==> src/rtl/uart_rx_if.sv <==
// Receive-side output bundle of uart_rx: received data plus status pulses.
interface uart_rx_if #(
  parameter int DATA_BITS = 8
);
  logic [DATA_BITS-1:0] rx_data;
  logic                 rx_valid;
  logic                 rx_busy;
  logic                 frame_err;

  modport master (output rx_data, rx_valid, rx_busy, frame_err);
  modport slave  (input  rx_data, rx_valid, rx_busy, frame_err);
endinterface

==> src/rtl/uart_rx.sv <==
// Oversampling UART receiver: 2-flop synchronizer, mid-bit sampling, LSB-first,
// single stop bit with framing-error and line-break handling.
//
// state | meaning
// IDLE  | line idle, waiting for rx_s low
// START | counting to start-bit centre, rejecting glitches
// DATA  | sampling data bits at bit centres
// STOP  | sampling stop bit; deliver byte or flag framing error
// BREAK | stop bit was low; wait for line to return high
module uart_rx #(
  parameter int OVERSAMPLE = 16,
  parameter int DATA_BITS  = 8
) (
  input  logic        clk,
  input  logic        reset,
  input  logic        tick,
  input  logic        rx,
  uart_rx_if.master   rx_if
);

  localparam int CW = $clog2(OVERSAMPLE);
  localparam int BW = (DATA_BITS > 1) ? $clog2(DATA_BITS) : 1;

  localparam logic [CW-1:0] LAST_TICK = CW'(OVERSAMPLE - 1);
  localparam logic [CW-1:0] HALF_TICK = CW'(OVERSAMPLE / 2 - 1);
  localparam logic [BW-1:0] LAST_BIT  = BW'(DATA_BITS - 1);

  typedef enum logic [2:0] {
    IDLE  = 3'd0,
    START = 3'd1,
    DATA  = 3'd2,
    STOP  = 3'd3,
    BREAK = 3'd4
  } state_e;

  state_e                 state_q,     state_d;
  logic                   sync1_q;
  logic                   rx_s_q;
  logic [CW-1:0]          tick_cnt_q,  tick_cnt_d;
  logic [BW-1:0]          bit_idx_q,   bit_idx_d;
  logic [DATA_BITS-1:0]   shift_q,     shift_d;
  logic [DATA_BITS-1:0]   rx_data_q,   rx_data_d;
  logic                   rx_valid_q,  rx_valid_d;
  logic                   frame_err_q, frame_err_d;

  always_ff @(posedge clk or negedge reset) begin
    if (!reset) begin
      state_q     <= IDLE;
      sync1_q     <= 1'b1;
      rx_s_q      <= 1'b1;
      tick_cnt_q  <= '0;
      bit_idx_q   <= '0;
      shift_q     <= '0;
      rx_data_q   <= '0;
      rx_valid_q  <= 1'b0;
      frame_err_q <= 1'b0;
    end else begin
      state_q     <= state_d;
      sync1_q     <= rx;
      rx_s_q      <= sync1_q;
      tick_cnt_q  <= tick_cnt_d;
      bit_idx_q   <= bit_idx_d;
      shift_q     <= shift_d;
      rx_data_q   <= rx_data_d;
      rx_valid_q  <= rx_valid_d;
      frame_err_q <= frame_err_d;
    end
  end

  always_comb begin
    state_d     = state_q;
    tick_cnt_d  = tick_cnt_q;
    bit_idx_d   = bit_idx_q;
    shift_d     = shift_q;
    rx_data_d   = rx_data_q;
    rx_valid_d  = 1'b0;
    frame_err_d = 1'b0;

    case (state_q)
      IDLE: begin
        tick_cnt_d = '0;
        bit_idx_d  = '0;
        if (!rx_s_q) state_d = START;
      end
      START: begin
        if (tick) begin
          if (tick_cnt_q == HALF_TICK) begin
            tick_cnt_d = '0;
            state_d    = rx_s_q ? IDLE : DATA;
          end else begin
            tick_cnt_d = tick_cnt_q + CW'(1);
          end
        end
      end
      DATA: begin
        if (tick) begin
          if (tick_cnt_q == LAST_TICK) begin
            shift_d[bit_idx_q] = rx_s_q;
            tick_cnt_d         = '0;
            if (bit_idx_q == LAST_BIT) state_d = STOP;
            else                       bit_idx_d = bit_idx_q + BW'(1);
          end else begin
            tick_cnt_d = tick_cnt_q + CW'(1);
          end
        end
      end
      STOP: begin
        if (tick) begin
          if (tick_cnt_q == LAST_TICK) begin
            tick_cnt_d = '0;
            if (rx_s_q) begin
              rx_data_d  = shift_q;
              rx_valid_d = 1'b1;
              state_d    = IDLE;
            end else begin
              frame_err_d = 1'b1;
              state_d     = BREAK;
            end
          end else begin
            tick_cnt_d = tick_cnt_q + CW'(1);
          end
        end
      end
      BREAK: begin
        // one frame_err per break: wait here until the line is released
        if (rx_s_q) state_d = IDLE;
      end
      default: state_d = IDLE;
    endcase
  end

  assign rx_if.rx_data   = rx_data_q;
  assign rx_if.rx_valid  = rx_valid_q;
  assign rx_if.frame_err = frame_err_q;
  assign rx_if.rx_busy   = (state_q != IDLE);

endmodule

==> src/flat_wrapper.sv <==
// flat-port wrapper written by rule: the top's interface ports become plain ports
module uart_rx_flat 
#(
  parameter int OVERSAMPLE = 16,
  parameter int DATA_BITS  = 8
)
  (clk, reset, tick, rx, rx_if_rx_data, rx_if_rx_valid, rx_if_rx_busy, rx_if_frame_err);
  uart_rx_if #(.DATA_BITS(DATA_BITS)) rx_if_i ();
  input  logic clk;
  input  logic reset;
  input  logic tick;
  input  logic rx;
  output wire logic [$bits(rx_if_i.rx_data)-1:0] rx_if_rx_data;
  output wire logic [$bits(rx_if_i.rx_valid)-1:0] rx_if_rx_valid;
  output wire logic [$bits(rx_if_i.rx_busy)-1:0] rx_if_rx_busy;
  output wire logic [$bits(rx_if_i.frame_err)-1:0] rx_if_frame_err;
  assign rx_if_rx_data = rx_if_i.rx_data;
  assign rx_if_rx_valid = rx_if_i.rx_valid;
  assign rx_if_rx_busy = rx_if_i.rx_busy;
  assign rx_if_frame_err = rx_if_i.frame_err;
  uart_rx #(.OVERSAMPLE(OVERSAMPLE), .DATA_BITS(DATA_BITS)) u_core (.clk(clk), .reset(reset), .tick(tick), .rx(rx), .rx_if(rx_if_i));
endmodule
==> config.mk <==
export PLATFORM = sky130hd
export DESIGN_NAME = uart_rx_flat
export DESIGN_NICKNAME = d
export VERILOG_FILES = /design/src/rtl/uart_rx_if.sv /design/src/rtl/uart_rx.sv /design/src/flat_wrapper.sv
export SDC_FILE = /design/constraint.sdc
export NUM_CORES = 1
export LEC_CHECK = 0
export CORE_MARGIN = 2
export CORE_UTILIZATION = 59
export DETAILED_ROUTE_END_ITERATION = 10
export PLACE_DENSITY = 0.83
export SLEW_MARGIN = 15
export SYNTH_ARGS = -nofsm -noshare
export SYNTH_HDL_FRONTEND = slang
export SYNTH_SLANG_ARGS = --single-unit
==> constraint.sdc <==
create_clock -name clk -period 4.28 [get_ports clk]
set_clock_uncertainty 0.15 [all_clocks]
set_input_delay 0.856 -clock clk [delete_from_list [all_inputs] [get_ports clk]]
set_output_delay 0.856 -clock clk [all_outputs]
set_load 0.01 [all_outputs]
# [Word-level counts from Yosys, hierarchy flattened]
# Cells that the tools add are included.
[totals] regBits=30 input_bits=4 word_cells=74
[classes] addsub=2 order_cmp=2 n_eq_ne=18 n_mux=32 n_reduce_logical=11
[ops] op="$mux 3" n=13
[ops] op="$mux 4" n=4
[ops] op="$pmux 3 s5" n=1
[ops] op="$ne 2x1->1 const B" n=6
[ops] op="$pmux 4 s3" n=1
[ops] op="$ne 2x2->1 const B" n=5
[ops] op="$mux 1" n=9
[ops] op="$reduce_and 9->1" n=1
[ops] op="$bwmux 8" n=1
[ops] op="$reduce_and 4->1" n=2
[ops] op="$eq 3x2->1 const B" n=2
[ops] op="$eq 3x3->1 const B" n=2
[ops] op="$pmux 3 s2" n=1
[ops] op="$reduce_and 3->1" n=2
[ops] op="$reduce_bool 3->1" n=2
[ops] op="$add 4x1->4 const B" n=1
[ops] op="$eq 4x3->1 const B" n=1
[ops] op="$eq 4x4->1 const B" n=1
[ops] op="$lt 3x4->1 const B" n=1
[ops] op="$add 3x1->3 const B" n=1
[ops] op="$demux 1 s3" n=1
[ops] op="$eq 3x1->1 const B" n=1
[ops] op="$ge 3x1->1 const B" n=1
[ops] op="$logic_not 3->1" n=1
[ops] op="other kinds (4)" n=4

# [Depth between registers and ports, before layout]
[depth] ltp_word=5 ltp_mapped=6 mapped_depth_nobuf=5

# [Worst setup path after synthesis]
# Ideal clock, no wire load.
[synth_timing] path_type="input to register" startpoint="input tick" endpoint="register u_core.shift_q[0]" setup_time_ps=125 arrival_time_ps=1786 t_required_ps=4005 setup_slack_ps=2219 cell_stages=4 path_buffers=0 path_cell_list="and2b_2 > nand3_4 > nor4b_1 > mux2_2"
[synth_via] elab_chain_len=1
[synth_lines] element="start, declared" line_no="flat_wrapper.sv:11" text="input logic tick;"
[synth_lines] element="$reduce_and 3->1 (no source line)"
[synth_lines] element="end signal, assigned" line_no="uart_rx.sv:63" text="shift_q <= shift_d;"
[synth_lines] element="end, declared" line_no="uart_rx.sv:41" text="logic [DATA_BITS-1:0] shift_q, shift_d;"
# Every way passes these cells.
# A chain may end at the register's enable or synchronous reset.

# [Worst setup path in the final report]
[layout_timing] startpoint="register u_core.state_q[0]" endpoint="output rx_if_rx_busy"
[layout_via] elab_chain_len=1
[layout_lines] element="start, declared" line_no="uart_rx.sv:36" text="state_e state_q, state_d;"
[layout_lines] element="start signal, assigned" line_no="uart_rx.sv:58" text="state_q <= state_d;"
[layout_lines] element="$reduce_bool 3->1" line_no="uart_rx.sv:135" text="assign rx_if.rx_busy = (state_q != IDLE);"
[layout_lines] element="end, declared" line_no="flat_wrapper.sv:15" text="output wire logic [$bits(rx_if_i.rx_busy)-1:0] rx_if_rx_busy;"
# Every way passes these cells.

==> impl_metrics.toml <==
[run_status]
status = "finished clean"

[floorplan]
die_h_um = 53.2
initial_core_util_pct = 63.4
die_w_um = 53.2
pin_count = 15
dieArea_mm2 = 0.00283
core.rowCount = 17
coreArea_mm2 = 0.00225

[place]
dpl.hpwl_um = 1730
portBuffers = 14
place.gp.congestion = 0.846
place_inst = 159
place_worst_setup_slack_ns = 1.47

[cts]
root_buffer = "clkbuf_4"
clkTransAtPathRegs_ns = 0.09
cts_hold_buffers = 0
insertion_delay_ns = 0.33
post_cts_buffers = 0
clockBufferDepth = 2
cts_resized = 0
cts_buffers = 5
clock_sinks = 30
cts_tree = "yes"
cts_max_level = 2

[detailed_routing]
routed_via_density = 6.11
drc = 0
wirelength_um = 2520
wl_per_cell_um = 15.1
detail_route.iter0.violations = 30
antenna_left = 0
num_vias = 1021
firstDrtPassIters = 4

[setup_path]
cp_max_fo = 19
r2r_cells = 5
end_kind = "output pin"
worst-r2r-setup-slack_ns = 2.10
crit_type = "reg -> out"
arrival_ns = 1.95
regToRegStartpoint = "u_core.bit_idx_q[0]"
critPathLaunchType = "flip-flop"
cp.required_ns = 3.27
r2r-end = "u_core.state_q[0]"
critPathLaunch = "u_core.state_q[0]"
endpoint = "rx_if_rx_busy"

[cells_and_area]
drive_above_1_share_pct = 22.3
diodes = 0
fin_cells = 167
nNetsFinal = 145
syn2layout_area_growth_pct = 14.8

[global_route]
track_usage_pct = 21.4
grt_pass1_vias = 924
antenna_found_initial = 0
grt_pass1_wl_um = 4090
grt_overflow = 0
grt_max_degree = 31

[sta]
holdWs_ns = 0.210
fmax_mhz = 338
tns_ns = 0
worst_slew_pin_slew_ns = 0.554
period_minus_slack_ns = 2.96
final.setup.worst_slack_ns = 1.32
timing.final.crit_share_pct = 69.1
relSlewSlack_pct = 62.1
rsz0062_at_grt = "no"
hold_viol = 0
finalSetupViolCount = 0
finalMaxSlewViolations = 0

[synthesis]
synth_top_area_cell = "dfrtp_1"
syn_avg_cell_area_um2 = 11.6
synth_nets = 130
synth_top_area_share_pct = 49.0
ys_types = 36
synthFlopType = "dfrtp_1"
synthTopCellsByArea = "dfrtp_1 49%, mux2_2 13%, dfstp_2 3.7%"
yosys_warnings = 0
seq_area_frac_synth_pct = 52.7
ys_ff_latch = 30
synth_edf_count = 0
synthesis.area_mm2 = 0.00143
synth_cells = 123
synthArstFlopShare_pct = 100

[pwr]
ir_worst_vdd_mv = 0.273
powerDensity_mw_per_mm2 = 370
p_leak_uw = 0.000748

[hold_path]
hold_class = "reg -> reg"

[run]
max-cap-violations = 0
## flip-flops by register name, summed over array words and instances (netlist names)
name	count
u_core.sync1_q	1
u_core.shift_q	8
u_core.rx_if.frame_err	1
u_core.rx_s_q	1
u_core.state_q	3
u_core.bit_idx_q	3
u_core.tick_cnt_q	4
u_core.rx_if.rx_valid	1
u_core.rx_if.rx_data	8
## cell families after synthesis
family / after synthesis / synth area share (%)
multiplexers: 21 / 16.2
AO/OA/AOI/OAI: 10 / 4.82
flip-flops: 30 / 52.7
AND/OR/NAND/NOR: 48 / 20.1
buffers and inverters: 11 / 3.50
adder cells (fa/ha/maj): 3 / 2.63
## where the power goes
group          switching [uW]  internal [uW]
registers                32.7            299
logic                    55.7           45.1
clock network            95.2           78.8
## critical path, stage by stage (launching register included)
cell and delay [ns]:
dfrtp_1 0.57, or3_1 0.53, clkdlybuf4s50_1 0.52
## layer usage
metal / vias to the layer above / share of wire [%] / global-route usage (%)
met3: 4 / 6.1 / 8.47
met2: 35 / 47 / 32.5
met4: 0 / 1.2 / 9.40
met1: 509 / 45 / 26.7
met5: - / 0 / 0
li1: 473 / - / -
## placed cells by master, fill, tap and decap left out, types with 3 or more instances in the layout
cell,netlist,routed
mux2_2,16,16
dfrtp_1,28,28
nor2_1,8,8
o21ai_0,3,3
mux2i_1,4,4
clkbuf_4,0,5
nand2_1,11,11
ha_1,3,3
nand4_1,3,3
nor4_1,4,4
clkdlybuf4s50_1,0,14
inv_1,4,4
## stage by stage
stage | total power [uW] | util [%] | instance area (um2)
detailed placement | 434 | 69.9 | 1580
global placement | 429 | 69.9 | 1580
global route | 639 | 72.8 | 1640
CTS | 612 | 72.8 | 1640
floorplan | 403 | - | 1430
finish | 606 | 72.8 | 1640
## synth_stat cells (3+ instances only)
master,instances
mux2i_1,4
nand2_1,11
nor4_1,4
inv_1,4
ha_1,3
mux2_2,16
nor2_1,8
clkbuf_1,5
nand4_1,3
dfrtp_1,28
o21ai_0,3
## worst min-delay path by stage
stage,start,to,slack [ns],depth (start not counted)
after floorplan,u_core.sync1_q,u_core.rx_s_q,0.20,0
after global placement,u_core.sync1_q,u_core.rx_s_q,0.20,0
after detailed placement,u_core.sync1_q,u_core.rx_s_q,0.20,0
after CTS,u_core.sync1_q,u_core.rx_s_q,0.21,0
after global routing,u_core.sync1_q,u_core.rx_s_q,0.22,0
final,u_core.sync1_q,u_core.rx_s_q,0.21,0
## cell type report
type / count / area, um2
Sequential cell: 30 / 753
Tap cell: 28 / 35.0
Inverter: 4 / 15.0
Clock inverter: 2 / 12.5
Multi-Input combinational cell: 82 / 626
Fill cell: 166 / 614
Timing Repair Buffer: 15 / 148
Clock buffer: 6 / 51.3
Power figures use the tool's default switching activity.
